**src/rtl/arb_rsp_router_pkg.sv**
```systemverilog
// Shared width helpers for the arbiter response router slice.
package arb_rsp_router_pkg;

  // Requester-index width; a single requester still needs one bit.
  function automatic int calc_idx_width(input int num_in);
    return (num_in > 32'sd1) ? $clog2(num_in) : 32'sd1;
  endfunction

  // Counter width able to hold 0..depth inclusive.
  function automatic int calc_cnt_width(input int depth);
    return $clog2(depth) + 32'sd1;
  endfunction

endpackage

```
**src/rtl/arb_rsp_router_if.sv**
```systemverilog
// Arbiter-side, memory-side and response signals of the router.
// master = router view, slave = surrounding logic view.
interface arb_rsp_router_if
  import arb_rsp_router_pkg::*;
#(
  parameter int NumIn     = 4,
  parameter int DataWidth = 32
);
  localparam int IdxWidth = calc_idx_width(NumIn);

  logic                 arb_req_i;
  logic [IdxWidth-1:0]  arb_idx_i;
  logic                 arb_gnt_o;
  logic                 mem_req_o;
  logic                 mem_gnt_i;
  logic                 mem_rvalid_i;
  logic [DataWidth-1:0] mem_rdata_i;
  logic [NumIn-1:0]     rsp_valid_o;
  logic [DataWidth-1:0] rsp_data_o;

  modport master (
    input  arb_req_i, arb_idx_i, mem_gnt_i, mem_rvalid_i, mem_rdata_i,
    output arb_gnt_o, mem_req_o, rsp_valid_o, rsp_data_o
  );

  modport slave (
    output arb_req_i, arb_idx_i, mem_gnt_i, mem_rvalid_i, mem_rdata_i,
    input  arb_gnt_o, mem_req_o, rsp_valid_o, rsp_data_o
  );

endinterface

```
**src/rtl/arb_idx_fifo.sv**
```systemverilog
// In-order tracking queue of granted requester indices. Registered head,
// no fall-through: a pushed entry is visible at the head one cycle later.
module arb_idx_fifo #(
  parameter  int Width    = 2,
  parameter  int Depth    = 4,
  localparam int PtrWidth = (Depth > 1) ? $clog2(Depth) : 1,
  localparam int CntWidth = $clog2(Depth) + 1
) (
  input  logic                clk_i,
  input  logic                rst_i,
  input  logic                flush_i,
  input  logic                push_i,
  input  logic [Width-1:0]    data_i,
  input  logic                pop_i,
  output logic                full_o,
  output logic                empty_o,
  output logic [CntWidth-1:0] count_o,
  output logic [Width-1:0]    head_o
);

  logic [Width-1:0]    mem_r [Depth];
  logic [PtrWidth-1:0] wr_ptr_r;
  logic [PtrWidth-1:0] rd_ptr_r;
  logic [CntWidth-1:0] count_r;
  logic [CntWidth-1:0] count_d_s;
  logic                full_s;
  logic                empty_s;
  logic                push_s;
  logic                pop_s;

  // Pointer advance with explicit wrap so non-power-of-two depths stay safe.
  function automatic logic [PtrWidth-1:0] ptr_inc(input logic [PtrWidth-1:0] ptr);
    if (ptr == PtrWidth'(Depth - 1)) begin
      return {PtrWidth{1'b0}};
    end else begin
      return ptr + PtrWidth'(1'b1);
    end
  endfunction

  assign full_s  = (count_r == CntWidth'(Depth));
  assign empty_s = (count_r == {CntWidth{1'b0}});
  assign push_s  = push_i & ~full_s;
  assign pop_s   = pop_i & ~empty_s;

  // Occupancy update: simultaneous push and pop leaves the count unchanged.
  always_comb begin
    count_d_s = count_r;
    case ({push_s, pop_s})
      2'b10:   count_d_s = count_r + CntWidth'(1'b1);
      2'b01:   count_d_s = count_r - CntWidth'(1'b1);
      default: count_d_s = count_r;
    endcase
  end

  // Pointer and count state; flush discards any push/pop of that cycle.
  always_ff @(posedge clk_i) begin
    if (rst_i || flush_i) begin
      wr_ptr_r <= {PtrWidth{1'b0}};
      rd_ptr_r <= {PtrWidth{1'b0}};
      count_r  <= {CntWidth{1'b0}};
    end else begin
      if (push_s) begin
        wr_ptr_r <= ptr_inc(wr_ptr_r);
      end
      if (pop_s) begin
        rd_ptr_r <= ptr_inc(rd_ptr_r);
      end
      count_r <= count_d_s;
    end
  end

  // Entry storage; contents are only meaningful while counted.
  always_ff @(posedge clk_i) begin
    if (push_s && !flush_i && !rst_i) begin
      mem_r[wr_ptr_r] <= data_i;
    end
  end

  assign full_o  = full_s;
  assign empty_o = empty_s;
  assign count_o = count_r;
  assign head_o  = mem_r[rd_ptr_r];

endmodule

```
**src/rtl/arb_rsp_router.sv**
```systemverilog
// Forwards arbiter winners to memory, remembers who won in issue order and
// steers each returning response back to that requester one cycle later.
module arb_rsp_router
  import arb_rsp_router_pkg::*;
#(
  parameter  int NumIn          = 4,
  parameter  int DataWidth      = 32,
  parameter  int MaxOutstanding = 4,
  localparam int IdxWidth       = calc_idx_width(NumIn),
  localparam int CntWidth       = calc_cnt_width(MaxOutstanding)
) (
  input  logic                clk_i,
  input  logic                rst_i,
  input  logic                flush_i,
  arb_rsp_router_if.master    bus,
  output logic [CntWidth-1:0] outstanding_o,
  output logic                rsp_err_o
);

  logic                 full_s;
  logic                 empty_s;
  logic                 push_s;
  logic                 pop_s;
  logic [CntWidth-1:0]  count_s;
  logic [IdxWidth-1:0]  head_s;
  logic [NumIn-1:0]     onehot_s;
  logic [NumIn-1:0]     rsp_valid_r;
  logic [DataWidth-1:0] rsp_data_r;
  logic                 rsp_err_r;

  // Full comes from registered occupancy only, so a same-cycle pop never
  // reopens the request path.
  assign bus.mem_req_o = bus.arb_req_i & ~full_s;
  assign bus.arb_gnt_o = bus.mem_gnt_i & ~full_s;
  assign push_s        = bus.mem_req_o & bus.mem_gnt_i;
  assign pop_s         = bus.mem_rvalid_i & ~empty_s;

  arb_idx_fifo #(
    .Width (IdxWidth),
    .Depth (MaxOutstanding)
  ) u_idx_fifo (
    .clk_i   (clk_i),
    .rst_i   (rst_i),
    .flush_i (flush_i),
    .push_i  (push_s),
    .data_i  (bus.arb_idx_i),
    .pop_i   (pop_s),
    .full_o  (full_s),
    .empty_o (empty_s),
    .count_o (count_s),
    .head_o  (head_s)
  );

  // Decode the head index into a per-requester valid vector.
  always_comb begin
    onehot_s = {NumIn{1'b0}};
    for (int i = 0; i < NumIn; i++) begin
      if (head_s == IdxWidth'(i)) begin
        onehot_s[i] = 1'b1;
      end else begin
        onehot_s[i] = 1'b0;
      end
    end
  end

  // Response stage: one cycle after a pop, plus the unexpected-response pulse.
  always_ff @(posedge clk_i) begin
    if (rst_i) begin
      rsp_valid_r <= {NumIn{1'b0}};
      rsp_data_r  <= {DataWidth{1'b0}};
      rsp_err_r   <= 1'b0;
    end else if (flush_i) begin
      rsp_valid_r <= {NumIn{1'b0}};
      rsp_err_r   <= 1'b0;
    end else begin
      rsp_valid_r <= pop_s ? onehot_s : {NumIn{1'b0}};
      if (pop_s) begin
        rsp_data_r <= bus.mem_rdata_i;
      end
      rsp_err_r <= bus.mem_rvalid_i & empty_s;
    end
  end

  assign bus.rsp_valid_o = rsp_valid_r;
  assign bus.rsp_data_o  = rsp_data_r;
  assign rsp_err_o       = rsp_err_r;
  assign outstanding_o   = count_s;

endmodule

```
**src/flat_wrapper.sv**
```systemverilog
// flat-port wrapper written by rule: the top's interface ports become plain ports
module arb_rsp_router_flat import arb_rsp_router_pkg::*;
#(
  parameter  int NumIn          = 4,
  parameter  int DataWidth      = 32,
  parameter  int MaxOutstanding = 4,
  localparam int IdxWidth       = calc_idx_width(NumIn),
  localparam int CntWidth       = calc_cnt_width(MaxOutstanding)
)
  (clk_i, rst_i, flush_i, outstanding_o, rsp_err_o, bus_arb_req_i, bus_arb_idx_i, bus_mem_gnt_i, bus_mem_rvalid_i, bus_mem_rdata_i, bus_arb_gnt_o, bus_mem_req_o, bus_rsp_valid_o, bus_rsp_data_o);
  arb_rsp_router_if #(.NumIn(NumIn), .DataWidth(DataWidth)) bus_i ();
  input  logic clk_i;
  input  logic rst_i;
  input  logic flush_i;
  output logic [CntWidth-1:0] outstanding_o;
  output logic rsp_err_o;
  input wire logic [$bits(bus_i.arb_req_i)-1:0] bus_arb_req_i;
  input wire logic [$bits(bus_i.arb_idx_i)-1:0] bus_arb_idx_i;
  input wire logic [$bits(bus_i.mem_gnt_i)-1:0] bus_mem_gnt_i;
  input wire logic [$bits(bus_i.mem_rvalid_i)-1:0] bus_mem_rvalid_i;
  input wire logic [$bits(bus_i.mem_rdata_i)-1:0] bus_mem_rdata_i;
  output wire logic [$bits(bus_i.arb_gnt_o)-1:0] bus_arb_gnt_o;
  output wire logic [$bits(bus_i.mem_req_o)-1:0] bus_mem_req_o;
  output wire logic [$bits(bus_i.rsp_valid_o)-1:0] bus_rsp_valid_o;
  output wire logic [$bits(bus_i.rsp_data_o)-1:0] bus_rsp_data_o;
  assign bus_i.arb_req_i = bus_arb_req_i;
  assign bus_i.arb_idx_i = bus_arb_idx_i;
  assign bus_i.mem_gnt_i = bus_mem_gnt_i;
  assign bus_i.mem_rvalid_i = bus_mem_rvalid_i;
  assign bus_i.mem_rdata_i = bus_mem_rdata_i;
  assign bus_arb_gnt_o = bus_i.arb_gnt_o;
  assign bus_mem_req_o = bus_i.mem_req_o;
  assign bus_rsp_valid_o = bus_i.rsp_valid_o;
  assign bus_rsp_data_o = bus_i.rsp_data_o;
  arb_rsp_router #(.NumIn(NumIn), .DataWidth(DataWidth), .MaxOutstanding(MaxOutstanding)) u_core (.clk_i(clk_i), .rst_i(rst_i), .flush_i(flush_i), .bus(bus_i), .outstanding_o(outstanding_o), .rsp_err_o(rsp_err_o));
endmodule
```
**config.mk**
```make
export PLATFORM = sky130hd
export DESIGN_NAME = arb_rsp_router_flat
export DESIGN_NICKNAME = d
export VERILOG_FILES = /design/src/rtl/arb_rsp_router_pkg.sv /design/src/rtl/arb_rsp_router_if.sv /design/src/rtl/arb_idx_fifo.sv /design/src/rtl/arb_rsp_router.sv /design/src/flat_wrapper.sv
export SDC_FILE = /design/constraint.sdc
export NUM_CORES = 1
export LEC_CHECK = 0
export CAP_MARGIN = 20
export CORE_MARGIN = 2
export CORE_UTILIZATION = 48
export DETAILED_ROUTE_END_ITERATION = 7
export HOLD_SLACK_MARGIN = 0.15
export PLACE_DENSITY = 0.87
export SYNTH_ARGS = -nofsm -noshare
export SYNTH_HDL_FRONTEND = slang
export SYNTH_SLANG_ARGS = --single-unit
export TNS_END_PERCENT = 5
```
**constraint.sdc**
```tcl
create_clock -name clk_i -period 5.9 [get_ports clk_i]
set_input_delay 0.885 -clock clk_i [delete_from_list [all_inputs] [get_ports clk_i]]
set_output_delay 0.885 -clock clk_i [all_outputs]
set_load 0.01 [all_outputs]
```
Yosys cells after proc, flatten, opt, wreduce, memory -nomap -nowiden
Memory sizes are Yosys's and may differ from the RTL's. A register that Yosys moved wholly into a read port is not among the register bits.
Cells that the tools add are included.
{"block": "op_classes", "n_addsub": 4, "n_eq_ne": 8, "muxes": 11, "bitwise_logic": 11, "n_reduce_logical": 11}
{"cell": "$eq A2 B2 Y1 const B", "count": 5}
{"cell": "$mux W2", "count": 4}
{"cell": "$and A1 B1 Y1", "count": 7}
{"cell": "$mux W1", "count": 6}
{"cell": "$pmux W3 S2", "count": 1}
{"cell": "$add A2 B1 Y2 const B", "count": 2}
{"cell": "$eq A2 B1 Y1 const B", "count": 2}
{"cell": "$not A1 Y1", "count": 4}
{"cell": "$add A3 B1 Y3 const B", "count": 1}
{"cell": "$eq A3 B3 Y1 const B", "count": 1}
{"cell": "$logic_not A3 Y1", "count": 1}
{"cell": "$reduce_or A3 Y1", "count": 1}
{"cell": "$sub A3 B1 Y3 const B", "count": 1}
{"cell": "$logic_and A1 B1 Y1", "count": 2}
{"cell": "$logic_not A1 Y1", "count": 2}
{"cell": "$logic_not A2 Y1", "count": 1}
{"cell": "$reduce_and A2 Y1", "count": 1}
{"cell": "$reduce_bool A2 Y1", "count": 1}
{"cell": "$reduce_or A2 Y1", "count": 1}
{"cell": "$logic_or A1 B1 Y1", "count": 1}
{"block": "word_totals", "reg_bits": 44, "ramBits": 8, "inputBits": 40, "output_inout_bits": 42, "n_memories": 1}
{"memory": "u_core.u_idx_fifo.mem_r", "depth": 4, "width": 2, "rd": 1, "rd_clocked_by_memory_dff": 1, "write_ports": 1, "line": "arb_idx_fifo.sv:21", "source": "logic [Width-1:0] mem_r [Depth];"}

Longest topological paths before layout
{"block": "depth", "ltp_word": 9, "mapped_depth": 9}

Hierarchy
A second synthesis with hierarchy kept.
{"block": "unflattened", "hier_cells": 224, "area_unflattened_um2": 2413.6}
{"mod": "arb_rsp_router", "instances": 1, "cells_per_inst": 158, "area_per_inst_um2": 1615.3}
{"mod": "arb_idx_fifo", "instances": 1, "cells_per_inst": 66, "area_per_inst_um2": 798.3}

Worst setup path after synthesis
OpenSTA, ideal clock, no wires.
{"block": "synth_path", "kind": "input to register", "start": "input bus_mem_rvalid_i", "end": "register u_core.u_idx_fifo.count_r[2] (netlist: u_core.u_idx_fifo.count_o[2])", "t_arrival_ns": 2.400, "required_ns": 5.830, "slack_ns": 3.431, "path_stages": 9, "path_buffers": 1, "cell_sequence": "o31ai_4 > inv_2 > buf_2 > ha_1 > inv_1 > fa_1 > xor2_1 > or3_1 > a21oi_1"}
{"block": "synth_via", "elab_chain_cells": 4, "word_cells_on_any_way": 6}
{"element": "start: declaration", "line": "flat_wrapper.sv:20", "source": "input wire logic [$bits(bus_i.mem_rvalid_i)-1:0] bus_mem_rvalid_i;"}
{"element": "$and A1 B1 Y1 *", "line": "arb_rsp_router.sv:36", "source": "assign pop_s = bus.mem_rvalid_i & ~empty_s;"}
{"element": "$and A1 B1 Y1 *", "line": "arb_idx_fifo.sv:43", "source": "assign pop_s = pop_i & ~empty_s;"}
{"element": "$eq A2 B1 Y1 / $eq A2 B2 Y1 (equally long branches)", "line": "arb_idx_fifo.sv:48", "source": "case ({push_s, pop_s})"}
{"element": "$pmux W3 S2 / $reduce_bool A2 Y1 (equally long branches)"}
{"element": "end signal: assignment", "line": "arb_idx_fifo.sv:60", "source": "count_r <= {CntWidth{1'b0}};"}
{"element": "end signal: assignment", "line": "arb_idx_fifo.sv:68", "source": "count_r <= count_d_s;"}
{"element": "end: declaration", "line": "arb_idx_fifo.sv:24", "source": "logic [CntWidth-1:0] count_r;"}
Mark *: on every way between the ends. The rest lies on a longest branch, timed or not.
A chain may end at the register's enable or synchronous reset.

Final worst setup path
Ends and elaborated chain as after synthesis.

==> reports/metrics.csv <==
stage,metric,value,unit
placed_design,post-dp-hpwl,3.37,mm
status,status,"complete, no violations",
timing,setup_ws,2550,ps
drt,dr.first_iter.drc_count,111,
layout,area_delta_synth_final,38.6,%
placed_design,io_buffer_count,81,
synthesis,avgSynthCellArea,10.0,um^2
timing,rsz0062_at_grt,false,
layout,regArea,1160,um^2
die,start_util,49.1,%
layout,antenna_cells,0,
synthesis,yosysTopAreaCellShare,40.6,%
synthesis,synth-seq-area-share,51.1,%
timing,finalClockSkew,8.35,ps
critical_path,crit_arrival,3590,ps
placed_design,place_area,3060,um^2
drt,final_antenna_net_count,0,
die,core,4630,um^2
drt,viasPerCell,5.32,
timing,tightest_slew,603,ps
critical_path,end_kind,register,
critical_path,path_cells,clkdlybuf4s50_1 > o31ai_4 > buf_4 > inv_2 > ha_1 > inv_1 > fa_1 > xor2_1 > or3_1 > a21oi_1,
grt,grt_use_total,19.5,%
timing,maxSlewHeadroom,59.7,%
hold_path,min_path_type,reg2reg,
critical_path,rrSetupSlack,3160,ps
critical_path,start_kind,input pin,
cts,cts-hold-fix-buffers,0,
timing,finalCritPeriodShare,56.8,%
grt,overflow,0,
drt,route.vias.total,1878,
grt,grt_antenna_before_repair,0,
critical_path,cpMaxStageDelayCell,clkdlybuf4s50_1,
synthesis,netlist_instances,226,
drt,wl_per_cell,14.1,um
power_and_ir_drop,leakage,0.00103,uW
timing,fmax,298,MHz
die,die_y,72.8,um
power_and_ir_drop,power.density,207,nW/um^2
cts,htree_num_levels,2,
layout,multi_input_area,976,um^2
placed_design,gp_congestion,0.813,
placed_design,place_ws,2230,ps
power_and_ir_drop,p_total,651,uW
layout,postLayoutCellArea,3150,um^2
synthesis,synthesis.nets,273,
grt,grt_pass1_vias,1759,
synthesis,synth_area_leaders,"dfxtp_1, edfxtp_1, nand3b_1",
cts,cts_sinks,54,
cts,cts_tree,yes,
synthesis,ys_types,31,
flow_run,maxCapViolCount,0,
die,rows,25,
grt,grt_max_degree,67,
timing,hold_slack,479,ps
layout,final_cell_mix,"clkdlybuf4s50_1, dfxtp_1, nand3b_1, a21oi_1, o21ai_1",
critical_path,required,6140,ps
grt,grt_pass1_wl,8.06,mm
critical_path,critPathKind,in2reg,
die,fp.dieW,72.8,um
layout,finalNetCount,345,
synthesis,synth_top_area_cell,dfxtp_1,
die,num_io_pins,82,
timing,tns,0,ps
die,dieArea,5300,um^2
drt,firstDrtPassIters,4,
drt,drc,0,
critical_path,crit_path_max_fanout,38,
drt,routed_wl,4.96,mm
cts,insertion_delay,300,ps
timing,setup_violations,0,
timing,hold_viol,0,
timing,timing.final.max_slew_violations,0,
cts,cts_setup_buffers,0,
cts,root_buffer,clkbuf_8,
critical_path,slowest_delay,520,ps
layout,drive_gt1_share,7.02,%
cts,cts_buffers,5,
synthesis,netlist_area,2270,um^2
timing,fin_crit,3350,ps
synthesis,ys_ff_latch,54,
synthesis,yosysWarningCount,0,
cts,clockBufferDepth,2,
cts,clk_pin_slew,90,ps
layout,fill_cells,387,
layout,final_common_cell,clkdlybuf4s50_1,
cts,post_cts_resized,0,
power_and_ir_drop,irDropWorstVdd,0.000121,V
## sequential cells by signal (all words and copies together), names as in the netlist, named ones only
register                    cells
u_core.u_idx_fifo.mem_r         8
u_core.u_idx_fifo.count_o       3
u_core.u_idx_fifo.rd_ptr_r      2
u_core.bus.rsp_data_o          32
u_core.bus.rsp_valid_o          4
u_core.rsp_err_o                1
u_core.u_idx_fifo.wr_ptr_r      2
## report_power, final
group	internal [uW]	total [uW]	leakage (uW)	switching, uW
clock	84.2	196	0.0000385	112
sequential	377	380	0.000443	3.09
combinational	41.5	74.2	0.000552	32.7
total	503	651	0.00103	148
## synth_stat cells (all sizes together)
master and number:
or3 2, and2 2, clkbuf 10, nor4b 1, dfxtp 46, nand3 2
xor2 2, o21ai 34, or4 1, edfxtp 8, and3 4, nand2 7
fa 1, a21oi 37, nor2 6, and4 1, mux2i 1, nor4 2
nand3b 32, o31ai 1, buf 9, or2 1, mux4 2, ha 6
inv 7, nor3b 1
## routing by layer
| metal | vias up | global-route usage, % | share of wire (%) |
|---|---|---|---|
| li1 | 944 | - | - |
| met1 | 870 | 24.9 | 45 |
| met2 | 57 | 32.1 | 48 |
| met3 | 7 | 4.97 | 5.8 |
| met4 | 0 | 6.58 | 1.3 |
| met5 | - | 0 | 0 |
## cell families after synthesis
group / synth area share, %
AOI/OAI and AO/OA: 17.4
xor gates and xnor gates: 0.771
adders and majority gates: 4.19
buffers and inverters: 5.89
DFF: 51.1
muxes: 2.42
and+or+nand+nor: 18.2
## worst max-delay path, delay by kind of cell
kind,cells,cell delay (ps)
AO/OA/AOI/OAI,2,220
XOR/XNOR,1,150
adder cells (fa/ha/maj),2,670
buffers and inverters,4,1340
AND/OR/NAND/NOR,1,300
## cell type report
type / instances / share of cell area, %
Timing Repair Buffer: 84 / 26.5
Clock inverter: 1 / 0.238
Inverter: 7 / 0.835
Tap cell: 54 / 2.15
Sequential cell: 54 / 36.9
Clock buffer: 7 / 2.42
Multi-Input combinational cell: 146 / 31.0
## path summary, 6_finish.rpt
kind	from	endpoint	cells past startpoint
worst max-delay path	bus_mem_rvalid_i	u_core.u_idx_fifo.count_o[2]$_SDFFE_PP0P_	10
worst min-delay path	u_core.bus.rsp_data_o[13]$_SDFFE_PP0P_	u_core.bus.rsp_data_o[13]$_SDFFE_PP0P_	2
worst max register to register	u_core.u_idx_fifo.count_o[1]$_SDFFE_PP0P_	u_core.u_idx_fifo.count_o[2]$_SDFFE_PP0P_	9
worst min register to register	u_core.bus.rsp_data_o[13]$_SDFFE_PP0P_	u_core.bus.rsp_data_o[13]$_SDFFE_PP0P_	2
## stage by stage
stage / instances / utilization (%)
after floorplan: 226 / -
final: 353 / 68.0
after CTS: 353 / 68.0
after global routing: 353 / 68.0
after global placement: 345 / 66.2
after detailed placement: 345 / 66.2
No activity file was read; power rests on OpenSTA's default activity.
